File: config.mk
export PLATFORM = sky130hd
export DESIGN_NAME = regfile_wb_queue
export DESIGN_NICKNAME = d
export VERILOG_FILES = /design/src/rtl/wbq_pkg.sv /design/src/rtl/wbq_fifo.sv /design/src/rtl/regfile_wb_queue.sv
export SDC_FILE = /design/constraint.sdc
export NUM_CORES = 1
export LEC_CHECK = 0
export BUFFER_PORTS_ARGS = -buffer_cell sky130_fd_sc_hd__buf_2
export CAP_MARGIN = 20
export CORE_MARGIN = 5
export CORE_UTILIZATION = 25
export CTS_BUF_LIST = sky130_fd_sc_hd__clkbuf_4
export DETAILED_ROUTE_END_ITERATION = 10
export PLACE_DENSITY = 0.45
export REMOVE_ABC_BUFFERS = 1
export SYNTH_ARGS = -nofsm -noshare
export SYNTH_HDL_FRONTEND = slang
export SYNTH_SLANG_ARGS = --single-unit
File: constraint.sdc
create_clock -name clk -period 7.3 [get_ports clk]
set_clock_uncertainty 0.05 [all_clocks]
set_input_delay 1.46 -clock clk [delete_from_list [all_inputs] [get_ports clk]]
set_output_delay 1.46 -clock clk [all_outputs]
set_load 0.1 [all_outputs]
File: src/rtl/wbq_pkg.sv
`default_nettype none
// ============================================================================
// Module      : wbq_pkg
// Description : Shared constants, entry type and helper for the register-file
//               writeback queue. Holds the register-file geometry, the two
//               protected register numbers (L0 and PC), the queued-entry type
//               and is_protected(), which identifies those registers.
// Revision    : 1.0 - initial release
// ============================================================================
package wbq_pkg;

    localparam int REG_W    = 19;
    localparam int ADDR_W   = 5;
    localparam int NUM_REGS = 32;

    localparam logic [ADDR_W-1:0] REG_L0 = 5'd0;
    localparam logic [ADDR_W-1:0] REG_PC = 5'd19;

    typedef struct packed {
        logic [ADDR_W-1:0] rd;
        logic [REG_W-1:0]  data;
    } wb_entry_t;

    // Writes to L0 and PC are never allowed to reach the register file.
    function automatic logic is_protected(input logic [ADDR_W-1:0] rd);
        return (rd == REG_L0) || (rd == REG_PC);
    endfunction

endpackage
`default_nettype wire

File: src/rtl/wbq_fifo.sv
`default_nettype none
// ============================================================================
// Module      : wbq_fifo
// Description : Dual-push, single-pop circular buffer of wb_entry_t.
//               push_a/din_a : older entry, written at the write pointer
//               push_b/din_b : younger entry, written one slot later
//                              (push_b is only asserted together with push_a)
//               pop          : retire the head entry (ignored when empty)
//               head         : oldest queued entry
//               occ          : number of queued entries (0..DEPTH)
//               empty        : occ == 0
//               clk/reset    : clock, synchronous active-low reset
// Revision    : 1.0 - initial release
// ============================================================================
module wbq_fifo
    import wbq_pkg::*;
#(
    parameter int DEPTH = 4,
    parameter int CNT_W = $clog2(DEPTH + 1)
) (
    input  logic             clk,
    input  logic             reset,
    input  logic             push_a,
    input  wb_entry_t        din_a,
    input  logic             push_b,
    input  wb_entry_t        din_b,
    input  logic             pop,
    output wb_entry_t        head,
    output logic [CNT_W-1:0] occ,
    output logic             empty
);

    localparam int PTR_W = $clog2(DEPTH);

    wb_entry_t        r_mem [DEPTH];
    logic [PTR_W-1:0] r_wr_ptr;
    logic [PTR_W-1:0] r_rd_ptr;
    logic [CNT_W-1:0] r_occ;

    logic             w_pop;
    logic [CNT_W-1:0] w_push_cnt;
    logic [PTR_W-1:0] w_wr_ptr_b;

    assign w_pop      = pop && (r_occ != '0);
    assign w_push_cnt = CNT_W'(push_a) + CNT_W'(push_b);
    assign w_wr_ptr_b = r_wr_ptr + PTR_W'(1);

    // Storage needs no reset: only slots covered by occ are ever observed.
    always_ff @(posedge clk) begin
        if (push_a) begin
            r_mem[r_wr_ptr] <= din_a;
        end
        if (push_b) begin
            r_mem[w_wr_ptr_b] <= din_b;
        end
    end

    // Pointer arithmetic truncates to PTR_W bits, which is the modulo-DEPTH
    // wrap because DEPTH is a power of two.
    always_ff @(posedge clk) begin
        if (!reset) begin
            r_wr_ptr <= '0;
            r_rd_ptr <= '0;
            r_occ    <= '0;
        end else begin
            r_wr_ptr <= r_wr_ptr + PTR_W'(w_push_cnt);
            r_rd_ptr <= r_rd_ptr + PTR_W'(w_pop);
            r_occ    <= r_occ + w_push_cnt - CNT_W'(w_pop);
        end
    end

    assign head  = r_mem[r_rd_ptr];
    assign occ   = r_occ;
    assign empty = (r_occ == '0);

endmodule
`default_nettype wire

File: src/rtl/regfile_wb_queue.sv
`default_nettype none
// ============================================================================
// Module      : regfile_wb_queue
// Description : Writer-side front end of the 32 x 19-bit register file.
//               Accepts ALU and memory-load writeback results over valid/ready,
//               drops writes to L0 (#0) and PC (#19), queues the rest in order
//               (mem older than ALU on a same-cycle pair) and drains one entry
//               per cycle onto a3/we3/wd3. pend_mask flags registers that still
//               have queued writes.
// Ports       : clk, reset (sync, active-low)
//               mem_valid/mem_rd/mem_data/mem_ready : memory-load producer
//               alu_valid/alu_rd/alu_data/alu_ready : ALU producer
//               we3/a3/wd3                          : register-file write port
//               pend_mask                           : pending-write scoreboard
//               empty                               : queue empty
//               drop_cnt/stall_cnt                  : only with WBQ_STATS_EN
// Options     : `define WBQ_STATS_EN adds saturating drop and stall counters.
// Revision    : 1.0 - initial release
// ============================================================================
module regfile_wb_queue
    import wbq_pkg::*;
#(
    parameter int DEPTH = 4,
    parameter int CNT_W = $clog2(DEPTH + 1)
) (
    input  logic                clk,
    input  logic                reset,
    input  logic                mem_valid,
    input  logic [ADDR_W-1:0]   mem_rd,
    input  logic [REG_W-1:0]    mem_data,
    output logic                mem_ready,
    input  logic                alu_valid,
    input  logic [ADDR_W-1:0]   alu_rd,
    input  logic [REG_W-1:0]    alu_data,
    output logic                alu_ready,
    output logic                we3,
    output logic [ADDR_W-1:0]   a3,
    output logic [REG_W-1:0]    wd3,
    output logic [NUM_REGS-1:0] pend_mask,
    output logic                empty
`ifdef WBQ_STATS_EN
    ,
    output logic [15:0]         drop_cnt,
    output logic [15:0]         stall_cnt
`endif
);

    localparam logic [CNT_W-1:0] c_MEM_OCC_MAX = CNT_W'(DEPTH - 1);
    localparam logic [CNT_W-1:0] c_ALU_OCC_MAX = CNT_W'(DEPTH - 2);

    wb_entry_t        w_mem_entry;
    wb_entry_t        w_alu_entry;
    wb_entry_t        w_din_a;
    wb_entry_t        w_head;
    logic             w_mem_xfer;
    logic             w_alu_xfer;
    logic             w_mem_push;
    logic             w_alu_push;
    logic             w_push_a;
    logic             w_push_b;
    logic             w_pop;
    logic [CNT_W-1:0] w_occ;
    logic             w_fifo_empty;
    logic [NUM_REGS-1:0] w_pend;

    assign w_mem_entry = '{rd: mem_rd, data: mem_data};
    assign w_alu_entry = '{rd: alu_rd, data: alu_data};

    // Ready is a function of registered occupancy only, so a same-cycle pop
    // earns no credit. The ALU needs one more free slot than memory because
    // memory takes the first slot when both arrive together.
    assign mem_ready = reset && (w_occ <= c_MEM_OCC_MAX);
    assign alu_ready = reset && (w_occ <= c_ALU_OCC_MAX);

    assign w_mem_xfer = mem_valid && mem_ready;
    assign w_alu_xfer = alu_valid && alu_ready;
    assign w_mem_push = w_mem_xfer && !is_protected(mem_rd);
    assign w_alu_push = w_alu_xfer && !is_protected(alu_rd);

    // Compact the surviving pushes: slot A gets the older entry, so a lone
    // ALU push lands at the write pointer without leaving a hole.
    assign w_push_a = w_mem_push || w_alu_push;
    assign w_push_b = w_mem_push && w_alu_push;
    assign w_din_a  = w_mem_push ? w_mem_entry : w_alu_entry;

    // The register file always accepts, so the head retires every cycle.
    assign w_pop = !w_fifo_empty;

    wbq_fifo #(
        .DEPTH (DEPTH),
        .CNT_W (CNT_W)
    ) u_fifo (
        .clk    (clk),
        .reset  (reset),
        .push_a (w_push_a),
        .din_a  (w_din_a),
        .push_b (w_push_b),
        .din_b  (w_alu_entry),
        .pop    (w_pop),
        .head   (w_head),
        .occ    (w_occ),
        .empty  (w_fifo_empty)
    );

    assign we3   = reset && !w_fifo_empty;
    assign a3    = we3 ? w_head.rd   : '0;
    assign wd3   = we3 ? w_head.data : '0;
    assign empty = !reset || w_fifo_empty;

    // Pending-write scoreboard: one counter per writable register. Protected
    // registers can never be enqueued, so they carry no counter at all.
    for (genvar r = 0; r < NUM_REGS; r++) begin : g_sb
        if ((r == int'(REG_L0)) || (r == int'(REG_PC))) begin : g_prot
            assign w_pend[r] = 1'b0;
        end else begin : g_cnt
            logic [CNT_W-1:0] r_cnt;
            logic             w_inc_a;
            logic             w_inc_b;
            logic             w_dec;

            assign w_inc_a = w_push_a && (w_din_a.rd == ADDR_W'(r));
            assign w_inc_b = w_push_b && (w_alu_entry.rd == ADDR_W'(r));
            assign w_dec   = w_pop && (w_head.rd == ADDR_W'(r));

            always_ff @(posedge clk) begin
                if (!reset) begin
                    r_cnt <= '0;
                end else begin
                    r_cnt <= r_cnt + CNT_W'(w_inc_a) + CNT_W'(w_inc_b)
                                   - CNT_W'(w_dec);
                end
            end

            assign w_pend[r] = (r_cnt != '0);
        end
    end

    assign pend_mask = reset ? w_pend : '0;

`ifdef WBQ_STATS_EN
    logic        w_mem_drop;
    logic        w_alu_drop;
    logic        w_stall;
    logic [16:0] w_drop_sum;
    logic [16:0] w_stall_sum;
    logic [15:0] r_drop_cnt;
    logic [15:0] r_stall_cnt;

    assign w_mem_drop  = w_mem_xfer && is_protected(mem_rd);
    assign w_alu_drop  = w_alu_xfer && is_protected(alu_rd);
    assign w_stall     = (mem_valid && !mem_ready) || (alu_valid && !alu_ready);
    assign w_drop_sum  = {1'b0, r_drop_cnt} + 17'(w_mem_drop) + 17'(w_alu_drop);
    assign w_stall_sum = {1'b0, r_stall_cnt} + 17'(w_stall);

    // A carry out of bit 15 means the count would wrap; pin it at all-ones.
    always_ff @(posedge clk) begin
        if (!reset) begin
            r_drop_cnt  <= '0;
            r_stall_cnt <= '0;
        end else begin
            r_drop_cnt  <= w_drop_sum[16]  ? 16'hFFFF : w_drop_sum[15:0];
            r_stall_cnt <= w_stall_sum[16] ? 16'hFFFF : w_stall_sum[15:0];
        end
    end

    assign drop_cnt  = r_drop_cnt;
    assign stall_cnt = r_stall_cnt;
`endif

endmodule
`default_nettype wire

# Word-level counts from Yosys, hierarchy flattened
# Memory sizes are Yosys's and may differ from the RTL's. A register that Yosys moved wholly into a read port is not among the register bits.
# Index checks and enable logic that the tools add are counted.
[word_totals]
regBits = 97
ramBits = 96
wordCells = 374
memories = 1
[classes]
addsub = 96
n_lt_le_gt_ge = 2
eq_ne = 92
n_mux = 9
reduce_logical = 141
[memory_table]
columns = ["name", "depth", "word_bits", "read_ports", "rd_ports_with_merged_regs", "wr", "line_no", "text"]
rows = [
  ["u_fifo.r_mem", 4, 24, 1, 1, 2, "wbq_fifo.sv:35", "wb_entry_t r_mem [DEPTH];"],
]
[op_table]
columns = ["op", "count"]
rows = [
  ["$eq A5 B5 Y1 const B", 47],
  ["$add A3 B1 Y3", 60],
  ["$eq A5 B4 Y1 const B", 24],
  ["$logic_and A1 B1 Y1", 99],
  ["$reduce_bool A3 Y1", 31],
  ["$sub A3 B1 Y3", 31],
  ["$eq A5 B3 Y1 const B", 12],
  ["$mux W32", 1],
  ["$eq A5 B2 Y1 const B", 6],
  ["$mux W24", 1],
  ["$mux W19", 1],
  ["$eq A5 B1 Y1 const B", 3],
  ["$logic_not A5 Y1", 2],
  ["$le A3 B2 Y1 const B", 2],
  ["$mux W5", 1],
  ["$logic_not A1 Y1", 4],
  ["$logic_or A1 B1 Y1", 4],
  ["$mux W1", 4],
  ["$add A3 B3 Y3", 1],
  ["$logic_not A3 Y1", 1],
  ["$add A1 B1 Y2", 1],
  ["$add A2 B1 Y2", 1],
  ["$add A2 B1 Y2 const B", 1],
  ["$add A2 B2 Y2", 1],
  ["$mux W2", 1],
]

# Longest topological paths before layout
# Gate-level depths: netlist (run 1).
[depth]
ltp_word = 10
depth_mapped = 16
mapped_depth_nobuf = 15

# By module
# Synthesis (run 1) repeated with hierarchy kept, for this count alone.
[hier_totals]
cells_unflattened = 1026
area_unflattened_um2 = 11562.3
[by_module_without_submodules]
columns = ["mod", "instances", "cells_per_inst", "area_per_inst_um2"]
rows = [
  ["regfile_wb_queue", 1, 751, 6493.7],
  ["wbq_fifo", 1, 275, 5068.6],
]

# Worst setup path after synthesis (run 1)
# Ideal clock, no wire load.
[synth_timing]
kind = "input port to flip-flop"
startpoint = "input reset"
endpoint = "memory u_fifo.r_mem[1][0] in the netlist's numbering (enable)"
setup_time_ns = 0.440
arrival_ns = 8.225
required_time_ns = 6.810
path_slack_ns = -1.416
path_stages = 9
path_cell_list = "buf_4 nor2b_1 a21boi_0 nand3_1 inv_1 ha_1 clkbuf_1 nor2_1 nor3b_1"
[synth_rtl]
columns = ["item", "line_no", "text"]
rows = [
  ["start: declaration", "regfile_wb_queue.sv:27", "input logic reset,"],
  ["end: declaration", "wbq_fifo.sv:35", ""],
]

# Worst setup path in the final report (run 1)
[layout_timing]
startpoint = "input reset"
endpoint = "output pend_mask[31]"
[layout_via]
elab_chain_cells = 1
[layout_rtl]
columns = ["item", "line_no", "text"]
rows = [
  ["$mux W32", "regfile_wb_queue.sv:138", "assign pend_mask = reset ? w_pend : '0;"],
  ["end: declaration", "regfile_wb_queue.sv:39", "output logic [NUM_REGS-1:0] pend_mask,"],
]
# Every way passes these cells.

==> results of run 1 <==
[worst register-to-register path, delay by kind of cell (launching register included)]
family	cells	cell delay, ps
AOI/OAI and AO/OA	2	1310
xor gates and xnor gates	1	140
adders and majority gates	4	1510
DFF	1	390
buffers and inverters	1	50
and+or+nand+nor	4	880
[metal layers]
layer	track usage, %	wire [um]	up-vias
met2	19.6	14200	155
li1	-	-	3592
met4	4.39	637	10
met3	3.80	1720	48
met1	17.4	14700	3689
met5	0	72	-
[through the flow]
step	power, uW	setup TNS [ps]
2_1_floorplan	3260	-87820
3_3_place_gp	3790	0
3_5_place_dp	3800	0
4_1_cts	4460	0
5_1_grt	4670	0
6_report	4380	0
[final timing paths]
| kind | to | slack [ps] | cells after the start |
|---|---|---|---|
| min reg2reg | g_sb[13].g_cnt.r_cnt[2]$_SDFF_PN0_ | 560 | 2 |
| max | pend_mask[31] | 2160 | 5 |
| max reg2reg | g_sb[28].g_cnt.r_cnt[2]$_SDFF_PN0_ | 2850 | 12 |
| min | g_sb[13].g_cnt.r_cnt[2]$_SDFF_PN0_ | 560 | 2 |
[logic make-up (layout without fill, tap and decap cells)]
logic type / Yosys count / in the layout / synth area share [%]
AO/OA/AOI/OAI: 67 / 67 / 4.83
buffers and inverters: 171 / 263 / 6.34
XOR/XNOR: 65 / 65 / 4.91
multiplexers: 112 / 112 / 13.2
adder cells (fa/ha/maj): 98 / 98 / 14.5
flip-flops: 193 / 193 / 41.6
AND/OR/NAND/NOR: 309 / 309 / 14.5
other: 1 / 7 / 0.0324
[power breakdown]
part | switching (uW) | internal, uW | leakage, uW
sequential | 171 | 1380 | 0.00167
clock | 421 | 211 | 0.000149
combinational | 1530 | 676 | 0.00338
total | 2120 | 2260 | 0.00519
[cell usage in the layout (no fill, tap or decap), drive strengths merged, types with 3 or more instances in the layout]
cell,count
a211oi,3
a21oi,3
a22o,8
a31oi,4
and2,94
and3,26
and3b,4
buf,119
clkbuf,18
clkinv,4
clkinvlp,3
dfxtp,97
diode,5
edfxtp,96
fa,61
ha,37
inv,117
mux2,88
mux4,24
nand2,55
nand2b,5
nand3,22
nand4,4
nor2,62
nor2b,17
nor3,8
nor3b,3
o2111ai,3
o211ai,5
o21ai,6
o31a,31
xnor2,37
xor2,28
[sequential cells by signal (all words and copies together), names as in the netlist]
name	count
u_fifo.r_mem	96
g_sb.g_cnt.r_cnt	90
u_fifo.occ	3
u_fifo.r_rd_ptr	2
u_fifo.r_wr_ptr	2
[synth_stat cells, drive strengths merged (5+ instances only)]
master    n  area share (%)
a22o      8            0.60
and2     94             5.1
and3     26             1.4
buf      26             1.6
clkbuf   33             1.1
dfxtp    97              17
edfxtp   96              25
fa       61              11
ha       37             4.0
inv     112             3.6
mux2     88             8.6
mux4     24             4.7
nand2    55             1.8
nand2b    5            0.27
nand3    22            0.95
nor2     62             2.2
nor2b    17            0.94
nor3      8            0.44
o211ai    5            0.32
o21ai     6            0.36
o31a     31             2.4
xnor2    37             2.8
xor2     28             2.1
[area by class of cell]
class / count / area, sq um / area share (%)
clock inverter: 14 / 151 / 1.17
clock buffer: 18 / 135 / 1.04
multi-input combinational: 653 / 6050 / 46.6
tap: 600 / 751 / 5.78
timing repair buffer: 119 / 643 / 4.95
antenna: 5 / 12.5 / 0.0963
sequential: 193 / 4830 / 37.1
inverter: 112 / 420 / 3.24
==> summary.md, run 1 <==
- **total clock buffers created by CTS** 17
- **critical-path maximum fanout** 92
- **launching point of the worst reg2reg path** u_fifo.occ[2]$_SDFF_PN0_
- **post-placement worst setup slack** 1490 ps
- **share of synthesized registers carrying an async set or reset** 0%
- **startpoint of the worst setup timing path** reset
- **Buffers & Inverters on Critical Path** 4
- **critical path's largest stage delay** 670 ps
- **most prevalent standard cell on the critical path** sky130_fd_sc_hd__buf_4
- **hold violation count in the final report** 0
- **crit path time final** 5140 ps
- **number of remaining DRC errors** 0
- **initial antenna violation count** 9
- **Crit path arrival time** 3630 ps
- **clock tree from TritonCTS** built
- **pin count of the biggest net entering global routing** 93
- **Largest delay share family, worst path** buffers and inverters
- **Die ar.** 0.0508 sq mm
- **maximum root-to-sink buffer count** 2
- **Mean Syn Cell Area** 11.4 sq um
- **RSZ-0062 raised after global routing** false
- **Setup-failing EPs final** 0
- **via count of the first global-routing pass** 7722
- **synthesized instance count** 1016
- **Worst Hold Slack** 559 ps
- **Die Span Y** 225 um
- **MaxCap Viol Count** 0
- **net count of the finished layout** 1246
- **Leak Pwr** 0.00519 uW
- **later-pin clock latency in the skew report** 720 ps
- **worst slew pin tran** 949 ps
- **Buffers on Ports** 109
- **number of standard-cell rows in the floorplan** 78
- **total half-perimeter wirelength after legalization and detailed placement** 21500 um
- **proportion of synthesized chip area in sequential cells** 41.6%
- **number of unique standard cell types used by synthesis** 56
- **number of fill cells** 4753
- **Worst Hold Class** register to register
- **crit path launch type** primary input
- **critical path data required time** 5790 ps
- **final-report max-slew violation count** 0
- **overall via count from detail_route** 7494
- **io pins** 112
- **Synthesis Warnings** 0
- **count of state elements after synthesis** 193
- **Rel. slew slack** 36.5%
- **die span in x** 225 um
- **number of cells in the design after placement** 1676
- **Initial Utilization** 25.4%
- **routability congestion estimate** 0.785
- **initial drt markers** 394
- **predominant post-synthesis flop cell** sky130_fd_sc_hd__dfxtp_1
- **cell area after placement** 0.0127 sq mm
- **Vias/cell** 4.37
- **combined global-route utilization of all metal layers** 12.8%
- **Critical Path, Cell by Cell** buf_4, buf_4, buf_4, o31a_1, buf_2
- **fraction of layout cells with a size suffix above 1** 24.1%
- **total wire length** 31400 um
- **number of nets still failing antenna checks after routing** 0
- **final period utilization** 70.4%
- **status** finished clean
- **CTS Hold Bufs** 0
- **maximum level of the CTS H-tree** 4
- **Mapped Area** 0.0116 sq mm
- **Worst Hold Launch** g_sb[13].g_cnt.r_cnt[2]$_SDFF_PN0_
- **Reg clk slew, reported paths** 160 ps
- **average routed wire per standard cell** 18.3 um
- **number of post-CTS setup repair buffers** 0
- **achievable clock frequency** 0.195 GHz
- **post-synthesis to final-layout area growth** 12.1%
- **PostCTS Resize Cnt** 0
- **CP Capture Type** output pin
- **VDD IR-drop max** 0.229 mV
- **TritonRoute pass-1 iters** 4
- **number of flops mapped to enable cells by yosys** 96
- **Setup WS post-layout** 2160 ps
- **root buffer selected by CTS** sky130_fd_sc_hd__clkbuf_4
- **power density normalized to cell area** 337 mW/mm^2
- **Critical-path top delay cell** sky130_fd_sc_hd__buf_4
- **post-route non-filler standard cell count** 1714
- **final instance area** 0.0130 sq mm
- **Util after Layout** 28.5%
- **Overflow after GRT** 0
- **classification of the worst setup path** primary input to output pin
- **core area** 0.0456 sq mm
- **first-pass GRT wire length** 48600 um
- **Clock Sink Count** 193
(Power assumes the default switching activity.)
==> inputs of run 2 (changes only) <==
==> constraint.sdc (replaced) <==
create_clock -name clk -period 5.1 [get_ports clk]
set_clock_uncertainty 0.05 [all_clocks]
set_input_delay 1.02 -clock clk [delete_from_list [all_inputs] [get_ports clk]]
set_output_delay 1.02 -clock clk [all_outputs]
set_load 0.1 [all_outputs]
==> run 2 against run 1 <==
- final cell count up 0.99%
- sequential share of layout area decreased by 0.40 points
- register-to-register slack worse by 1600 ps
- power grew 45%
- worst setup slack worse by 1100 ps
- critical endpoint is now g_sb[5].g_cnt.r_cnt[2]$_SDFF_PN0_
- largest cell class unchanged
==> summary.md, run 2 (synthesized netlist as in run 1, its figures left out) <==
- **pin count of the biggest net entering global routing** 98, +5.4%
- **Buffers on Ports** 109, unchanged
- **TritonRoute pass-1 iters** 5, +1
- **commonest cells after routing, fill and taps aside** 111 x sky130_fd_sc_hd__inv_1, 108 x sky130_fd_sc_hd__buf_2, 96 x sky130_fd_sc_hd__dfxtp_1, 96 x sky130_fd_sc_hd__edfxtp_1, 94 x sky130_fd_sc_hd__and2_1
- **post-synthesis to final-layout area growth** 13.3%
- **critical path data required time** 5710 ps, -80 ps
- **later-pin clock latency in the skew report** 750 ps, +30 ps
- **core area** 0.0456 sq mm, unchanged
- **PostCTS Resize Cnt** 0, unchanged
- **first-pass GRT wire length** 48600 um, -0.11%
- **die span in x** 225 um, unchanged
- **io pins** 112, unchanged
- **Util after Layout** 28.8%, +0.30 points
- **fraction of layout cells with a size suffix above 1** 24.8%, +0.75 points
- **hold violation count in the final report** 0, unchanged
- **cell area after placement** 0.0128 sq mm, +0.93%
- **root buffer selected by CTS** sky130_fd_sc_hd__clkbuf_4
- **routability congestion estimate** 0.780, -0.60%
- **most common library cell in the layout ignoring fill and taps** sky130_fd_sc_hd__inv_1
- **final-report max-slew violation count** 0, unchanged
- **crit path time final** 4050 ps
- **status** finished clean
- **final period utilization** 79.4%
- **number of post-CTS setup repair buffers** 0, unchanged
- **Die ar.** 0.0508 sq mm, unchanged
- **Worst Hold Launch** mem_data[11]
- **combined global-route utilization of all metal layers** 12.9%, +0.064 points
- **net count of the finished layout** 1261, +1.2%
- **Leak Pwr** 0.00528 uW, +1.7%
- **MaxCap Viol Count** 0, unchanged
- **CTS Hold Bufs** 0, unchanged
- **total clock buffers created by CTS** 17, unchanged
- **Rel. slew slack** 40.6%, +4.1 points
- **initial antenna violation count** 7, -2
- **Initial Utilization** 25.4%, unchanged
- **number of nets still failing antenna checks after routing** 0, unchanged
- **total half-perimeter wirelength after legalization and detailed placement** 21900 um, +1.8%
- **clock tree from TritonCTS** built
- **maximum level of the CTS H-tree** 4, unchanged
- **number of standard-cell rows in the floorplan** 78, unchanged
- **max FFs per register** 96, unchanged
- **startpoint of the worst setup timing path** alu_rd[4]
- **Vias/cell** 4.36, -0.32%
- **launching point of the worst reg2reg path** u_fifo.occ[2]$_SDFF_PN0_
- **CP Capture Type** register
- **total wire length** 31600 um, +0.82%
- **Setup-failing EPs final** 0, unchanged
- **Worst Hold Class** primary input to register
- **largest register by flop count** u_fifo.r_mem
- **achievable clock frequency** 0.247 GHz
- **worst slew pin tran** 891 ps, -57.5 ps
- **average routed wire per standard cell** 18.3 um, -0.17%
- **RSZ-0062 raised after global routing** false
- **Overflow after GRT** 0, unchanged
- **maximum root-to-sink buffer count** 2, unchanged
- **crit path launch type** primary input
- **number of remaining DRC errors** 0, unchanged
- **via count of the first global-routing pass** 7798, +0.98%
- **power density normalized to cell area** 485 mW/mm^2, +44%
- **final instance area** 0.0131 sq mm, +1.0%
- **Die Span Y** 225 um, unchanged
- **initial drt markers** 456, +16%
- **overall via count from detail_route** 7544, +0.67%
- **Crit path arrival time** 4660 ps, +1030 ps
- **critical-path maximum fanout** 23, -75%
- **classification of the worst setup path** primary input to register
- **VDD IR-drop max** 0.248 mV, +8.2%
- **Clock Sink Count** 193, unchanged
- **Reg clk slew, reported paths** 160 ps, about the same
run 2: changes by cell type in the layout (fill, tap and decap cells not counted), sizes merged:
| cell | change |
|---|---|
| buf | +15 |
| bufinv | +2 |
| clkbuf | +1 |
| diode | +2 |
| inv | -3 |
run 2: report_power, final:
group          leakage, uW  switching (uW)  total [uW]  internal, uW
logic              0.00345            2230        3200           970
registers          0.00167             203        2170          1970
clock network     0.000165             593         993           400
run 2: final timing paths:
kind	to	slack [ps]	depth (start not counted)
worst max-delay path	g_sb[5].g_cnt.r_cnt[2]$_SDFF_PN0_	1050	14
worst min-delay path	u_fifo.r_mem[3][11]$_DFFE_PP_	530	2
worst max register to register	g_sb[5].g_cnt.r_cnt[2]$_SDFF_PN0_	1300	13
worst min register to register	g_sb[10].g_cnt.r_cnt[2]$_SDFF_PN0_	560	2
run 2: per-layer routing:
metal  up-vias  routed length (um)  GRT usage [%]
li1       3615                   -              -
met1      3704               14300           17.1
met2       174               14800           20.3
met3        43                1720           3.22
met4         8                 693           5.13
met5         -                  57              0
run 2: cell type report:
class | instances | area, sq um
tap | 600 | 751
antenna | 7 | 17.5
clock buffer | 19 | 143
timing repair buffer | 134 | 736
clock inverter | 13 | 185
sequential | 193 | 4830
fill | 4729 | 32400
multi-input combinational | 653 | 6050
inverter | 112 | 420
run 2: through the flow:
stage                     setup TNS, ps  hold slack, ps  power [uW]  cells  setup WS, ps
after floorplan                 -583380             504        4670    958         -2880
after global placement                0             525        5450   1692           423
after detailed placement              0             526        5460   1692           306
after CTS                             0             413        6490   1724           913
after global routing                  0             460        6760   1726           879
final                                 0             532        6370   1731          1050
run 2: worst max-delay path: stages:
cell and delay, ps:
sky130_fd_sc_hd__buf_2 230, sky130_fd_sc_hd__and3_1 250, sky130_fd_sc_hd__o21ai_0 320, sky130_fd_sc_hd__nand3_1 180
sky130_fd_sc_hd__ha_1 360, sky130_fd_sc_hd__a31oi_2 560, sky130_fd_sc_hd__nand2_1 120, sky130_fd_sc_hd__ha_1 310
sky130_fd_sc_hd__inv_1 50, sky130_fd_sc_hd__fa_1 410, sky130_fd_sc_hd__fa_1 400, sky130_fd_sc_hd__xnor2_1 210
sky130_fd_sc_hd__xnor2_1 70, sky130_fd_sc_hd__and2_1 140
==> inputs of run 3 (changes only) <==
--- a/config.mk
+++ b/config.mk
@@ -11,7 +11,7 @@
 export CORE_UTILIZATION = 25
 export CTS_BUF_LIST = sky130_fd_sc_hd__clkbuf_4
 export DETAILED_ROUTE_END_ITERATION = 10
-export PLACE_DENSITY = 0.45
+export PLACE_DENSITY = 0.47
 export REMOVE_ABC_BUFFERS = 1
 export SYNTH_ARGS = -nofsm -noshare
 export SYNTH_HDL_FRONTEND = slang
==> constraint.sdc (replaced) <==
create_clock -name clk -period 3.58 [get_ports clk]
set_clock_uncertainty 0.05 [all_clocks]
set_input_delay 0.716 -clock clk [delete_from_list [all_inputs] [get_ports clk]]
set_output_delay 0.716 -clock clk [all_outputs]
set_load 0.1 [all_outputs]
==> run 3 against run 2 <==
- worst hold slack lost 280 ps
- non-clock buffer count increased by 52
- count of clock-buffer cells in the layout decreased by 2
- sequential share of layout area shrank 2.2 points
- power up 48%
- die area stayed put
- cell area grew 6.5%
- global-route usage is 0.11 points lower
- sequential power up 41%
- critical endpoint is now g_sb[26].g_cnt.r_cnt[2]$_SDFF_PN0_
==> summary.md, run 3 (synthesized netlist as in run 1, its figures left out) <==
- **total wire length** 30900 um, -2.4%
- **total clock buffers created by CTS** 17, unchanged
- **MaxCap Viol Count** 0, unchanged
- **Die ar.** 0.0508 sq mm, unchanged
- **core area** 0.0456 sq mm, unchanged
- **sequential share of power** 32.5%, -1.6 points
- **initial antenna violation count** 9, +2
- **initial drt markers** 467, +2.4%
- **worst slew pin tran** 523 ps, -368 ps
- **Clock Power Share** 13.5%, -2.1 points
- **io pins** 112, unchanged
- **RSZ-0062 raised after global routing** false
- **routability congestion estimate** 0.803, +2.9%
- **most common library cell in the layout ignoring fill and taps** sky130_fd_sc_hd__inv_1
- **pin count of the biggest net entering global routing** 84, -14%
- **TritonRoute pass-1 iters** 4, -1
- **Vias/cell** 4.38, +0.54%
- **number of fill cells** 4697, -0.68%
- **average routed wire per standard cell** 17.4 um, -5.0%
- **first-pass GRT wire length** 49000 um, +0.81%
- **classification of the worst setup path** register to register
- **critical path data required time** 4150 ps, -1560 ps
- **VDD IR-drop max** 0.497 mV, +100%
- **via count of the first global-routing pass** 8210, +5.3%
- **crit path launch type** register
- **CTS Hold Bufs** 0, unchanged
- **Die Span Y** 225 um, unchanged
- **post-synthesis to final-layout area growth** 20.6%
- **net count of the finished layout** 1313, +4.1%
- **Setup-failing EPs final** 0, unchanged
- **part of the power in combinational logic** 54.0%, +3.7 points
- **status** finished clean
- **overall via count from detail_route** 7791, +3.3%
- **Buffers on Ports** 109, unchanged
- **switching pwr** 4380 uW, +44%
- **post-placement worst setup slack** -328 ps, -634 ps
- **Worst Hold Slack** 252 ps, -280 ps
- **fraction of layout cells with a size suffix above 1** 28.1%, +3.3 points
- **final period utilization** 94.3%
- **combined global-route utilization of all metal layers** 12.8%, -0.11 points
- **power density normalized to cell area** 676 mW/mm^2, +39%
- **die span in x** 225 um, unchanged
- **Reg clk slew, reported paths** 170 ps, about the same
- **Rel. slew slack** 65.1%, +25 points
- **number of nets still failing antenna checks after routing** 0, unchanged
- **Total Power Consumption** 9450 uW, +48%
- **Overflow after GRT** 0, unchanged
- **achievable clock frequency** 0.296 GHz
- **total routed wire length on the met1 layer** 13800 um, -4.0%
- **Worst Hold Class** primary input to register
- **crit path time final** 3380 ps
- **Setup WS post-layout** 204 ps, -847 ps
- **Leak Pwr** 0.00562 uW, +6.5%
- **total half-perimeter wirelength after legalization and detailed placement** 22100 um, +0.70%
- **later-pin clock latency in the skew report** 730 ps, -20 ps
- **number of post-CTS setup repair buffers** 0, unchanged
- **hold violation count in the final report** 0, unchanged
- **switching portion of total power** 46.3%, -1.2 points
- **critical-path maximum fanout** 5, -78%
- **maximum root-to-sink buffer count** 2, unchanged
- **clock tree from TritonCTS** built
- **commonest cells after routing, fill and taps aside** 111 x sky130_fd_sc_hd__inv_1, 96 x sky130_fd_sc_hd__dfxtp_1, 96 x sky130_fd_sc_hd__edfxtp_1, 94 x sky130_fd_sc_hd__and2_1, 80 x sky130_fd_sc_hd__buf_2
- **final-report max-slew violation count** 0, unchanged
- **CP Capture Type** register
- **Met2 Routed Length** 14400 um, -2.9%
- **Top Layer Used** met5
- **maximum level of the CTS H-tree** 4, unchanged
- **max FFs per register** 96, unchanged
- **amount of wire on met3 after detailed routing** 2110 um, +23%
- **Internal Dissipation** 5070 uW, +52%
- **Initial Utilization** 25.4%, unchanged
- **Crit path arrival time** 3950 ps, -710 ps
- **Clock Sink Count** 193, unchanged
- **number of remaining DRC errors** 0, unchanged
- **number of standard-cell rows in the floorplan** 78, unchanged
- **root buffer selected by CTS** sky130_fd_sc_hd__clkbuf_4
- **largest register by flop count** u_fifo.r_mem
run 3: cell count changes in the layout (fill, tap and decap cells not counted), sizes merged:
cell	delta
clkinv	+2
clkbuf	-2
bufinv	-2
inv	+1
buf	+52
diode	-5
clkinvlp	+1
run 3: stage by stage:
step	instances	instance area, sq um	util, %	setup TNS [ps]
floorplan	958	11300	-	-933290
global placement	1744	13700	30.0	-5750
detailed placement	1744	13700	30.0	-9660
CTS	1776	14000	30.6	0
global route	1777	14000	30.7	0
finish	1778	14000	30.7	0
run 3: worst max-delay path: stages (launching register included):
cell,delay [ps]
sky130_fd_sc_hd__dfxtp_1,340
sky130_fd_sc_hd__nor2b_1,150
sky130_fd_sc_hd__a21boi_0,340
sky130_fd_sc_hd__nand3_1,150
sky130_fd_sc_hd__ha_1,290
sky130_fd_sc_hd__a31oi_2,270
sky130_fd_sc_hd__buf_4,190
sky130_fd_sc_hd__o21ai_0,90
sky130_fd_sc_hd__ha_1,280
sky130_fd_sc_hd__inv_1,50
sky130_fd_sc_hd__fa_1,420
sky130_fd_sc_hd__fa_1,390
sky130_fd_sc_hd__xnor2_1,130
sky130_fd_sc_hd__and2_1,140
run 3: final cells by class:
type | count | area (sq um) | share of cell area (%)
sequential | 193 | 4830 | 34.5
inverter | 112 | 420 | 3.01
tap | 600 | 751 | 5.37
clock buffer | 17 | 128 | 0.913
clock inverter | 15 | 160 | 1.15
multi-input combinational | 653 | 6050 | 43.3
antenna | 2 | 5.00 | 0.0358
timing repair buffer | 186 | 1640 | 11.7
run 3: power by group through the flow:
| stage | logic [uW] | registers [uW] | clock network (uW) |
|---|---|---|---|
| floorplan | 3530 | 3130 | 0 |
| global placement | 5140 | 3120 | 0 |
| detailed placement | 5160 | 3130 | 0 |
| CTS | 5190 | 3080 | 1360 |
| global route | 5490 | 3130 | 1440 |
| finish | 5100 | 3070 | 1280 |
run 3: what timing repair did:
item / 4_1_cts / 5_1_grt
setup endpoints to repair: 19 / 2
cloned: 0 / 0
gates resized for setup: 2 / 2
run 3: per-layer routing:
layer	up-vias	GRT usage, %
met3	39	4.05
met1	3856	16.7
li1	3710	-
met4	14	3.92
met2	172	20.3
met5	-	0
run 3: final timing paths:
path                                            from                                  to  slack, ps  cells after the start
hold / removal                           mem_data[5]        u_fifo.r_mem[1][5]$_DFFE_PP_        250                      2
hold reg to reg   g_sb[11].g_cnt.r_cnt[2]$_SDFF_PN0_  g_sb[11].g_cnt.r_cnt[2]$_SDFF_PN0_        560                      2
setup reg to reg            u_fifo.occ[2]$_SDFF_PN0_  g_sb[26].g_cnt.r_cnt[2]$_SDFF_PN0_        200                     13
setup / recovery            u_fifo.occ[2]$_SDFF_PN0_  g_sb[26].g_cnt.r_cnt[2]$_SDFF_PN0_        200                     13
